--- src/rtl/fastbus_pkg.sv ---
`default_nettype none
// ============================================================================
// Module      : fastbus_pkg
// Description : Shared state encoding and constants for the fast-chip bus
//               initiator.
// Revision    : 1.0 - initial release
// ============================================================================
package fastbus_pkg;

    localparam int c_word_w      = 16;
    localparam int c_timeout_def = 255;

    typedef enum logic [2:0] {
        ST_IDLE  = 3'd0,
        ST_CLAIM = 3'd1,
        ST_WAIT  = 3'd2,
        ST_GAP   = 3'd3,
        ST_DONE  = 3'd4
    } fb_state_t;

endpackage
`default_nettype wire

--- src/rtl/fastbus_timer.sv ---
`default_nettype none
// ============================================================================
// Module      : fastbus_timer
// Description : Wait-state counter; expires once it reaches TIMEOUT-1.
// Revision    : 1.0 - initial release
// ============================================================================
module fastbus_timer #(
    parameter int TIMEOUT   = 255,
    parameter int TIMEOUT_W = 8
) (
    input  logic clk,
    input  logic rst,
    input  logic i_clear,
    input  logic i_enable,
    output logic o_expire
);

    localparam logic [TIMEOUT_W-1:0] c_last = TIMEOUT_W'(TIMEOUT - 1);

    logic [TIMEOUT_W-1:0] r_count;

    always_ff @(posedge clk) begin
        if (rst || i_clear) begin
            r_count <= '0;
        end else if (i_enable) begin
            r_count <= r_count + 1'b1;
        end
    end

    assign o_expire = (r_count == c_last);

endmodule
`default_nettype wire

--- src/rtl/fastbus_initiator.sv ---
`default_nettype none
// ============================================================================
// Module      : fastbus_initiator
// Description : Fast-chip register bus master; splits 32-bit requests into two
//               16-bit cycles and reports ack / miss / timeout.
// Revision    : 1.0 - initial release
// ============================================================================
module fastbus_initiator
    import fastbus_pkg::*;
#(
    parameter int TIMEOUT   = c_timeout_def,
    parameter int TIMEOUT_W = 8
) (
    input  logic                clk_sys,
    input  logic                reset,
    input  logic                req,
    input  logic [23:0]         req_addr,
    input  logic                req_wr,
    input  logic                req_long,
    input  logic                req_uds,
    input  logic                req_lds,
    input  logic [31:0]         req_wdata,
    output logic                busy,
    output logic                ack,
    output logic                miss,
    output logic                err,
    output logic [31:0]         rdata,
    output logic                sel,
    output logic [23:0]         addr,
    output logic [c_word_w-1:0] din,
    input  logic [c_word_w-1:0] dout,
    output logic                uds,
    output logic                lds,
    output logic                rnw,
    output logic                longword,
    input  logic                sel_ack,
    input  logic                ready
);

    fb_state_t           r_state, w_state;
    logic                r_sel, w_sel;
    logic [23:0]         r_addr, w_addr;
    logic [c_word_w-1:0] r_din, w_din;
    logic [c_word_w-1:0] r_wlo, w_wlo;
    logic                r_uds, w_uds;
    logic                r_lds, w_lds;
    logic                r_rnw, w_rnw;
    logic                r_long, w_long;
    logic                r_half, w_half;
    logic [31:0]         r_rdata, w_rdata;
    logic                r_miss, w_miss;
    logic                r_err, w_err;
    logic                w_word_done;
    logic                w_expire;

    fastbus_timer #(
        .TIMEOUT   (TIMEOUT),
        .TIMEOUT_W (TIMEOUT_W)
    ) u_timer (
        .clk      (clk_sys),
        .rst      (reset),
        .i_clear  (r_state != ST_WAIT),
        .i_enable ((r_state == ST_WAIT) && !ready),
        .o_expire (w_expire)
    );

    always_ff @(posedge clk_sys) begin
        if (reset) begin
            r_state <= ST_IDLE;
            r_sel   <= 1'b0;
            r_addr  <= '0;
            r_din   <= '0;
            r_wlo   <= '0;
            r_uds   <= 1'b0;
            r_lds   <= 1'b0;
            r_rnw   <= 1'b1;
            r_long  <= 1'b0;
            r_half  <= 1'b0;
            r_rdata <= '0;
            r_miss  <= 1'b0;
            r_err   <= 1'b0;
        end else begin
            r_state <= w_state;
            r_sel   <= w_sel;
            r_addr  <= w_addr;
            r_din   <= w_din;
            r_wlo   <= w_wlo;
            r_uds   <= w_uds;
            r_lds   <= w_lds;
            r_rnw   <= w_rnw;
            r_long  <= w_long;
            r_half  <= w_half;
            r_rdata <= w_rdata;
            r_miss  <= w_miss;
            r_err   <= w_err;
        end
    end

    always_comb begin
        w_state     = r_state;
        w_sel       = r_sel;
        w_addr      = r_addr;
        w_din       = r_din;
        w_wlo       = r_wlo;
        w_uds       = r_uds;
        w_lds       = r_lds;
        w_rnw       = r_rnw;
        w_long      = r_long;
        w_half      = r_half;
        w_rdata     = r_rdata;
        w_miss      = 1'b0;
        w_err       = 1'b0;
        w_word_done = 1'b0;

        case (r_state)
            ST_IDLE: begin
                if (req) begin
                    w_addr  = {req_addr[23:1], 1'b0};
                    w_rnw   = ~req_wr;
                    w_din   = req_long ? req_wdata[31:16] : req_wdata[15:0];
                    w_wlo   = req_wdata[15:0];
                    w_uds   = req_long | req_uds;
                    w_lds   = req_long | req_lds;
                    w_long  = req_long;
                    w_half  = 1'b0;
                    w_rdata = '0;
                    w_sel   = 1'b1;
                    w_state = ST_CLAIM;
                end
            end
            ST_CLAIM: begin
                if (!sel_ack) begin
                    w_sel   = 1'b0;
                    w_uds   = 1'b0;
                    w_lds   = 1'b0;
                    w_miss  = 1'b1;
                    w_state = ST_IDLE;
                end else if (ready) begin
                    w_word_done = 1'b1;
                end else begin
                    w_state = ST_WAIT;
                end
            end
            ST_WAIT: begin
                if (ready) begin
                    w_word_done = 1'b1;
                end else if (w_expire) begin
                    w_sel   = 1'b0;
                    w_uds   = 1'b0;
                    w_lds   = 1'b0;
                    w_err   = 1'b1;
                    w_state = ST_IDLE;
                end
            end
            ST_GAP: begin
                if (r_long && !r_half) begin
                    w_addr  = r_addr + 24'd2;
                    w_din   = r_wlo;
                    w_uds   = 1'b1;
                    w_lds   = 1'b1;
                    w_half  = 1'b1;
                    w_sel   = 1'b1;
                    w_state = ST_CLAIM;
                end else begin
                    w_state = ST_DONE;
                end
            end
            ST_DONE: begin
                w_state = ST_IDLE;
            end
            default: begin
                w_state = ST_IDLE;
            end
        endcase

        // One idle bus cycle between words lets registered responder acks re-arm.
        if (w_word_done) begin
            if (r_rnw) begin
                if (r_long && !r_half) begin
                    w_rdata[31:16] = dout;
                end else begin
                    w_rdata[15:0] = dout;
                end
            end
            w_sel   = 1'b0;
            w_uds   = 1'b0;
            w_lds   = 1'b0;
            w_state = ST_GAP;
        end
    end

    assign busy     = (r_state == ST_CLAIM) || (r_state == ST_WAIT) || (r_state == ST_GAP);
    assign ack      = (r_state == ST_DONE);
    assign miss     = r_miss;
    assign err      = r_err;
    assign rdata    = r_rdata;
    assign sel      = r_sel;
    assign addr     = r_addr;
    assign din      = r_din;
    assign uds      = r_uds;
    assign lds      = r_lds;
    assign rnw      = r_rnw;
    assign longword = r_long;

endmodule
`default_nettype wire
--- config.mk ---
export PLATFORM = sky130hd
export DESIGN_NAME = fastbus_initiator
export DESIGN_NICKNAME = d
export VERILOG_FILES = /design/src/rtl/fastbus_pkg.sv /design/src/rtl/fastbus_timer.sv /design/src/rtl/fastbus_initiator.sv
export SDC_FILE = /design/constraint.sdc
export NUM_CORES = 1
export LEC_CHECK = 0
export BUFFER_PORTS_ARGS = -buffer_cell sky130_fd_sc_hd__buf_2
export CAP_MARGIN = 20
export CORE_AREA = 3 3 112 141
export DETAILED_ROUTE_END_ITERATION = 10
export DIE_AREA = 0 0 115 144
export GPL_ROUTABILITY_DRIVEN = 0
export SETUP_SLACK_MARGIN = 0.3
export SLEW_MARGIN = 15
export SYNTH_ARGS = -nofsm -noshare
export SYNTH_HDL_FRONTEND = slang
export SYNTH_SLANG_ARGS = --single-unit
--- constraint.sdc ---
create_clock -name clk_sys -period 2.8 [get_ports clk_sys]
set_input_delay 0.14 -clock clk_sys [delete_from_list [all_inputs] [get_ports clk_sys]]
set_output_delay 0.14 -clock clk_sys [all_outputs]
set_load 0.01 [all_outputs]
-- Yosys cells after proc, flatten, opt, wreduce, memory -nomap -nowiden
Index checks and enable logic that the tools add are counted.
W data, S select, Z words.
- word-level logic and storage cells: 94
- bits of input ports: 81
- flip-flop bits (word level): 107
- add/subtract/negate cells: 2
- bitwise logic cells: 5
- equal/unequal tests: 16
- multiplexer cells: 38
- reduce and logical (&&, ||, !) cells: 18
- operators with widths (cell ; number):
    $mux W32 ; 4
    $mux W16 ; 5
    $mux W24 ; 2
    $pmux W24 S2 ; 1
    $pmux W16 S2 ; 1
    $add A24 B2 Y24 const B ; 1
    $mux W3 ; 6
    $mux W1 ; 12
    $pmux W1 S4 ; 3
    $pmux W3 S4 ; 1
    $ne A3 B3 Y1 const B ; 3
    $add A8 B1 Y8 const B ; 1
    $eq A8 B8 Y1 const B ; 1
    $ne A2 B2 Y1 const B ; 4
    $reduce_and A4 Y1 ; 2
    $eq A3 B2 Y1 const B ; 2
    $ne A3 B2 Y1 const B ; 2
    $reduce_and A6 Y1 ; 1
    $ne A4 B4 Y1 const B ; 1
    $pmux W1 S2 ; 2
    $reduce_bool A4 Y1 ; 1
    $reduce_or A2 Y1 ; 2
    $eq A3 B1 Y1 const B ; 1
    $eq A3 B3 Y1 const B ; 1
    12 further kinds ; 19

-- Depth between registers and ports, before layout
Gate-level depths: netlist (run 1).
- depth after elaboration: 5
- gate-level depth with buffers: 7
- mapped depth without buffers: 6

-- Hierarchy
Synthesis (run 1) repeated with hierarchy kept, for this count alone.
- cell total of the unflattened synthesis: 624
- area, all modules: 4916.0 µm²
- by module, submodules not included (module ; cells an instance ; area each (µm²) ; times used):
    fastbus_initiator ; 582 ; 4546.9 ; 1
    fastbus_timer ; 42 ; 369.1 ; 1

-- Worst setup path after synthesis (run 1)
OpenSTA, ideal clock, no wires.
- path kind: flip-flop to flip-flop
- start point: register r_addr[1], in the netlist addr[1]
- end point: register r_addr[21], in the netlist addr[21]
- path buffers: 1
- library setup time: 74 ps
- stages on the path, launching flop included: 7
- data required time: 2726 ps
- arrival time: 1837 ps
- path slack: 889 ps
- path through: dfxtp_1 ha_1 and3_2 clkbuf_1 nand4_1 or4b_1 a31oi_1
- word-level cells in the longest chain between the ends: 3
- RTL lines (item ; RTL line ; text):
    start, declared ; fastbus_initiator.sv:42 ; logic [23:0] r_addr, w_addr;
    start signal, assigned ; fastbus_initiator.sv:85 ; r_addr <= w_addr;
    $add A24 B2 Y24 ; fastbus_initiator.sv:157 ; w_addr = r_addr + 24'd2;
    $mux W24 ; fastbus_initiator.sv:156 ; if (r_long && !r_half) begin
    $pmux W24 S2 ; fastbus_initiator.sv:115 ; case (r_state)
No other way between the ends. The select of a mux whose other input is x is not followed.
A chain may end at the register's enable or synchronous reset.

-- Worst setup path in the final report (run 1)
- start point: register r_state[0]
- end point: register r_addr[23], in the netlist addr[23]
- word-level cells in the longest chain between the ends: 3
- elaborated cells on any way between the ends: 7
- those cells by class: 3 x eq/ne; 1 x mux; 3 x reduce/logical
- RTL lines (item ; RTL line ; text):
    start, declared ; fastbus_initiator.sv:40 ; fb_state_t r_state, w_state;
    start signal, assigned ; fastbus_initiator.sv:83 ; r_state <= w_state;
    $eq A3 B2 Y1 or $logic_not A3 Y1 (tied branches) ; fastbus_initiator.sv:115 ;
    $ne A2 B2 Y1 (no source line) or $reduce_bool A2 Y1 (tied branches) ; n/a ;
    $reduce_and A3 Y1 (no source line) ; n/a ;
Several ways; a longest one is shown, not always the timed one.

==> reports/results.tsv, run 1 <==
metric	value	unit
num_cts_buffers	9	
outcome	completed	
clk_latency	0.36	ns
first_global_vias	4878	
antenna_cells	0	
synth_cell_type_count	68	
ys_warn_count	0	
critPathSlowestCell	or4b_1	
antenna_left	0	
cts_resized	0	
detail_route.wirelength	15470	um
fin_cells	951	
core_region_area	0.01447	mm^2
groute.usage.overall	18.33	%
min_delay_path_depth	3	
setup_violations	0	
crit_path_start_kind	flip-flop	
fin_crit	2.068	ns
totalNegativeSetupSlack	0	ns
finalCoreUtilization	43.78	%
grt_setup_unrepaired	no	
floorplan.initialDensity	35.26	%
dieArea	0.01656	mm^2
drt_iter0_markers	313	
place_hpwl	10770	um
count_of_flip_flops_with_a_built_in_enable_after_synthesis	0	
cp.required	3.09	ns
fin_total_pwr	3.404	mW
worstSetupEndpointType	flip-flop	
rows	49	
tightestPinTransition	0.6877	ns
drc_errors	0	
critical_path.top_delay_family	simple AND/OR/NAND/NOR gates	
data_arrival_time_of_the_worst_path	2.36	ns
hold_path_end	rdata[23]	
static-leakage-power	2.606	nW
cts-root-buf	clkbuf_16	
slew_headroom	53.96	%
clkSlewWorstSetupHoldPaths	0.08	ns
final_hold_viol_count	0	
synth_fp_nets	722	
yosysSeqAreaShare	41.60	%
fillers	1473	
r2r.worst_path.cells	4	
crit_path_cell_trace	or3b_4, a21o_1, or4b_1, a41oi_1	
final_critical_path_setup_slack	0.7320	ns
post-place-ws	0.7307	ns
grt_max_degree	82	
largest_stage_delay_worst_path	0.55	ns
place_inst	934	
postCtsSetupBuffers	0	
synth-main-ff-cell	dfxtp_1	
grt_first_pass_wirelength	24650	um
clock_skew	0.006645	ns
synth.cell_area	0.005101	mm^2
drive_above_1_share	25.49	%
flops_latches_synth	106	
detail_route.wl_per_cell	16.27	um
worstHoldPathType	input pin to flip-flop	
areaGrowthSynthToFinish	24.18	%
antenna_found_initial	0	
crit_buf_inv	0	
vdd_ir_max	297.3	uV
clock_path_buffers	2	
drt_pass1_iterations	4	
worst-path-max-fanout	16	
port_bufs	159	
detail_route.vias_per_cell	5.506	
max_cap_violations	0	
clock_sink_count	106	
dieHeight	144	um
worstReg2RegEnd	addr[23]	
i_o_pin_count	162	
max_freq	483.6	MHz
criticalPathCategory	flip-flop to flip-flop	
global_route.overflow_total	0	
route.vias.total	5236	
power_density	537.4	mW/mm^2
postSynthAreaPerCell	7.996	um^2
report.final.slew_viol_count	0	
post_synthesis_instance_total	638	
r2r_start	r_state[0]	
die_width	115	um
clock_tree.htree_level_count	3	
async_flop_share	0	%
tritoncts	built	
regToRegSetupSlack	0.73	ns
fin_nets	852	
min-delay-start	dout[7]	
final_min_period_over_clock_period	73.86	%
[layer usage]
metal  track usage (%)  vias up  part of all wire [%]
li1                  -     2567                     -
met4             6.180        0                   2.0
met3             4.856       20                   6.1
met2             31.68      147                    51
met5                 0        -                     0
met1             21.97     2502                    41
[state kept, by name, indices dropped and copies added (netlist names)]
name / flops
longword: 1
miss: 1
r_wlo: 16
rdata: 32
r_half: 1
u_timer.r_count: 8
lds: 1
sel: 1
din: 16
addr: 23
r_state: 3
err: 1
rnw: 1
uds: 1
[how the worst max path moves through the flow]
stage / start / end / slack, ns / cells after the start
after floorplan: addr[1] / addr[21] / 0.89 / 6
after global placement: r_state[0] / addr[23] / 0.77 / 4
after detailed placement: r_state[0] / addr[23] / 0.73 / 4
after CTS: r_state[0] / addr[23] / 0.73 / 4
after global routing: r_state[0] / addr[7] / 0.53 / 5
final: r_state[0] / addr[23] / 0.73 / 4
[per-stage QoR]
| stage | hold WS (ns) | area [um^2] |
|---|---|---|
| final | 0.02195 | 6335 |
| after global routing | 0.01330 | 6335 |
| after CTS | 0.01104 | 6335 |
| after detailed placement | 0.3550 | 6028 |
| after global placement | 0.3596 | 6028 |
| after floorplan | 0.2185 | 5101 |
[synth_stat cells, types with 4 or more instances]
library cell	n	share of area, %
inv_1	6	0.44
o21ai_0	19	1.9
a211oi_1	4	0.59
o211ai_1	19	2.8
nand3b_1	4	0.59
o32ai_1	4	0.69
nand3_1	40	3.9
clkbuf_1	38	2.8
nor2b_1	6	0.74
a22oi_1	6	0.88
nor2_1	29	2.1
nand2_1	115	8.5
or3_1	6	0.74
nand2b_1	8	0.98
nand4_1	14	1.7
mux2i_1	20	3.9
xor2_1	4	0.69
a311oi_1	4	0.69
nor4_1	8	0.98
nor3_1	11	1.1
and2_1	9	1.1
a21oi_1	83	8.1
a31oi_1	5	0.61
buf_2	5	0.49
dfxtp_1	106	42
[area by class of cell]
type | count | area, um^2 | area share, %
clock buffers | 9 | 225.2 | 3.555
flip-flops and latches | 106 | 2122 | 33.50
inverters | 6 | 22.52 | 0.3555
clock inverters | 7 | 71.32 | 1.126
repair buffers | 170 | 920.9 | 14.54
multi-input cells | 475 | 2750 | 43.41
well taps | 178 | 222.7 | 3.516
[cells in the final DEF, fill, tap and decap left out, types with 14 or more instances in the layout]
| cell type | n |
|---|---|
| a21oi_1 | 83 |
| buf_2 | 158 |
| dfxtp_1 | 106 |
| mux2i_1 | 20 |
| nand2_1 | 115 |
| nand3_1 | 40 |
| nand4_1 | 14 |
| nor2_1 | 29 |
| o211ai_1 | 19 |
| o21ai_0 | 19 |
[cells by family (layout without fill, tap and decap cells)]
family / after synthesis / count (layout) / share of synthesized area (%)
AO/OA/AOI/OAI: 169 / 169 / 20.58
XOR/XNOR: 6 / 6 / 1.030
adder cells (fa/ha/maj): 3 / 3 / 0.7359
buffers and inverters: 57 / 192 / 4.807
flip-flops: 106 / 106 / 41.60
multiplexers: 20 / 20 / 3.924
other: 1 / 1 / 0.07351
AND/OR/NAND/NOR: 276 / 276 / 27.25
[timing repair]
action / 4_1_cts / 5_1_grt
hold buffers: 1 / 0
endpoints found under the setup margin: 0 / 0
hold endpoints to repair: 1 / 0
[power breakdown]
group	leakage (nW)	internal (mW)	total (mW)	switching (mW)
Combinational	1.60	0.199	0.474	0.274
Sequential	0.865	1.58	1.66	0.0756
Clock	0.146	0.631	1.28	0.644
[worst register-to-register path, cell delays in order (launching register included)]
cell and delay, ns:
dfxtp_1 0.47, or3b_4 0.47, a21o_1 0.33, or4b_1 0.56
a41oi_1 0.17
Power figures use the tool's default switching activity.
==> run 2, diff against run 1 <==
==> constraint.sdc (replaced) <==
create_clock -name clk_sys -period 1.9 [get_ports clk_sys]
set_input_delay 0.095 -clock clk_sys [delete_from_list [all_inputs] [get_ports clk_sys]]
set_output_delay 0.095 -clock clk_sys [all_outputs]
set_load 0.01 [all_outputs]
==> run 2 against run 1 <==
Against the previous run:
- hold slack about the same
- global-route usage increased by 1.1 points
- design area increased by 20%
- non-clock buffer count increased by 97
- register-to-register slack got worse by 0.62 ns
- highest routed layer unchanged
==> reports/results.tsv, run 2 (synthesized netlist as in run 1, its figures left out) <==
metric	value	unit
place_hpwl	11180	um
drt_pass1_iterations	4	
outcome	completed	
cts-root-buf	clkbuf_16	
antenna_found_initial	0	
mostFrequentLayoutCell	buf_2	
cp.required	2.14	ns
fin_nets	949	
worst-path-max-fanout	6	
max_cap_violations	0	
clock_skew	0.01122	ns
num_cts_buffers	9	
global_route.overflow_total	0	
grt_max_degree	52	
first_global_vias	5301	
worstHoldPathType	input pin to flip-flop	
floorplan.initialDensity	35.26	%
grt_setup_unrepaired	yes	
clock_tree.htree_level_count	3	
rows	49	
report.final.slew_viol_count	0	
clock_sink_count	106	
drc_errors	0	
drive_above_1_share	37.47	%
antenna_cells	0	
die_width	115	um
detail_route.vias_per_cell	5.388	
totalNegativeSetupSlack	0	ns
clkSlewWorstSetupHoldPaths	0.08	ns
crit_path_cell_trace	or3b_4, buf_6, a21oi_4, buf_6, buf_6, mux2i_1, or3b_1	
port_bufs	159	
layout_common_cells	158 x buf_2, 114 x nand2_1, 85 x dfxtp_1, 78 x a21oi_1, 48 x buf_4	
fillers	1351	
power_density	699.0	mW/mm^2
groute.usage.overall	19.46	%
cp_common_cell	buf_6	
final_min_period_over_clock_period	94.34	%
grt_first_pass_wirelength	26080	um
route.vias.total	5647	
critPathSlowestCell	or3b_4	
static-leakage-power	3.191	nW
dieHeight	144	um
setup_violations	0	
tightestPinTransition	0.5930	ns
crit_buf_inv	3	
clk_latency	0.36	ns
i_o_pin_count	162	
dieArea	0.01656	mm^2
drt_iter0_markers	224	
core_region_area	0.01447	mm^2
antenna_left	0	
data_arrival_time_of_the_worst_path	2.03	ns
fin_total_pwr	5.330	mW
slew_headroom	60.47	%
detail_route.wl_per_cell	16.38	um
detail_route.wirelength	17160	um
areaGrowthSynthToFinish	49.47	%
criticalPathCategory	flip-flop to flip-flop	
fin_crit	1.792	ns
crit_path_start_kind	flip-flop	
clock_path_buffers	2	
critical_path.top_delay_family	simple AND/OR/NAND/NOR gates	
tritoncts	built	
final_hold_viol_count	0	
max_freq	557.9	MHz
vdd_ir_max	351.6	uV
largest_reg_flops	32	
worstSetupEndpointType	flip-flop	
largest_stage_delay_worst_path	0.41	ns
## run 2: cell types whose count changed in the layout (fill, tap and decap cells not counted), moves of 10 or more
cell and delta:
buf_4 +40, buf_6 +15, dfxtp_1 -21, dfxtp_2 +11, dfxtp_4 +10, dlygate4sd3_1 +34, o21ai_0 -11
## run 2: report_power, final
part	switching (mW)	internal, mW	total, mW	leakage [nW]
clock network	0.969	0.934	1.90	0.143
logic	0.510	0.497	1.01	2.17
registers	0.0899	2.33	2.42	0.876
## run 2: repair_timing
action                                 4_1_cts  5_1_grt
gates resized for setup                     43       61
setup endpoints to repair                   57       82
pin swaps                                   21       27
hold buffers                                35        0
buffers inserted                            15       13
cloned                                       3        4
endpoints found under the hold margin       51        0
## run 2: layer usage
| layer | up-vias | routed length (um) | part of all wire, % | track usage (%) |
|---|---|---|---|---|
| met2 | 175 | 8668 | 51 | 33.48 |
| met5 | - | 0 | 0 | 0 |
| li1 | 2761 | - | - | - |
| met1 | 2677 | 7085 | 41 | 23.31 |
| met3 | 34 | 918 | 5.3 | 3.642 |
| met4 | 0 | 489 | 2.8 | 9.147 |
## run 2: worst paths after layout
check / from / end / depth (start not counted) / slack, ns
setup / recovery: r_state[1] / addr[19] / 7 / 0.11
hold / removal: req_addr[10] / addr[10] / 3 / 0.02
setup reg to reg: r_state[1] / addr[19] / 7 / 0.11
hold reg to reg: r_wlo[15] / r_wlo[15] / 2 / 0.45
## run 2: through the flow
step	hold slack, ns	cells	cell area [um^2]	worst slack (ns)	util [%]
finish	0.02233	1048	7625	0.1076	52.70
global route	0.03301	1048	7625	0.06563	52.70
CTS	0.008417	1031	7284	0.1417	50.35
detailed placement	0.3083	962	6301	0.02884	43.55
global placement	0.3092	962	6301	0.05684	43.55
floorplan	0.1736	638	5186	0.07584	-
## run 2: layout make-up
type | instances | area (um^2) | area share, %
multi-input combinational | 475 | 3013 | 39.51
sequential | 106 | 2173 | 28.50
timing repair buffer | 267 | 1901 | 24.93
clock buffer | 9 | 225.2 | 2.954
tap | 178 | 222.7 | 2.921
clock inverter | 7 | 67.56 | 0.8861
inverter | 6 | 22.52 | 0.2954
## run 2: worst reg2reg max path: cells and delay by family, from the launching register on
family	cells	cell delay (ns)
simple gates	2	0.76
flops	1	0.33
buf+inv	3	0.40
compound gates	1	0.13
mux	1	0.06
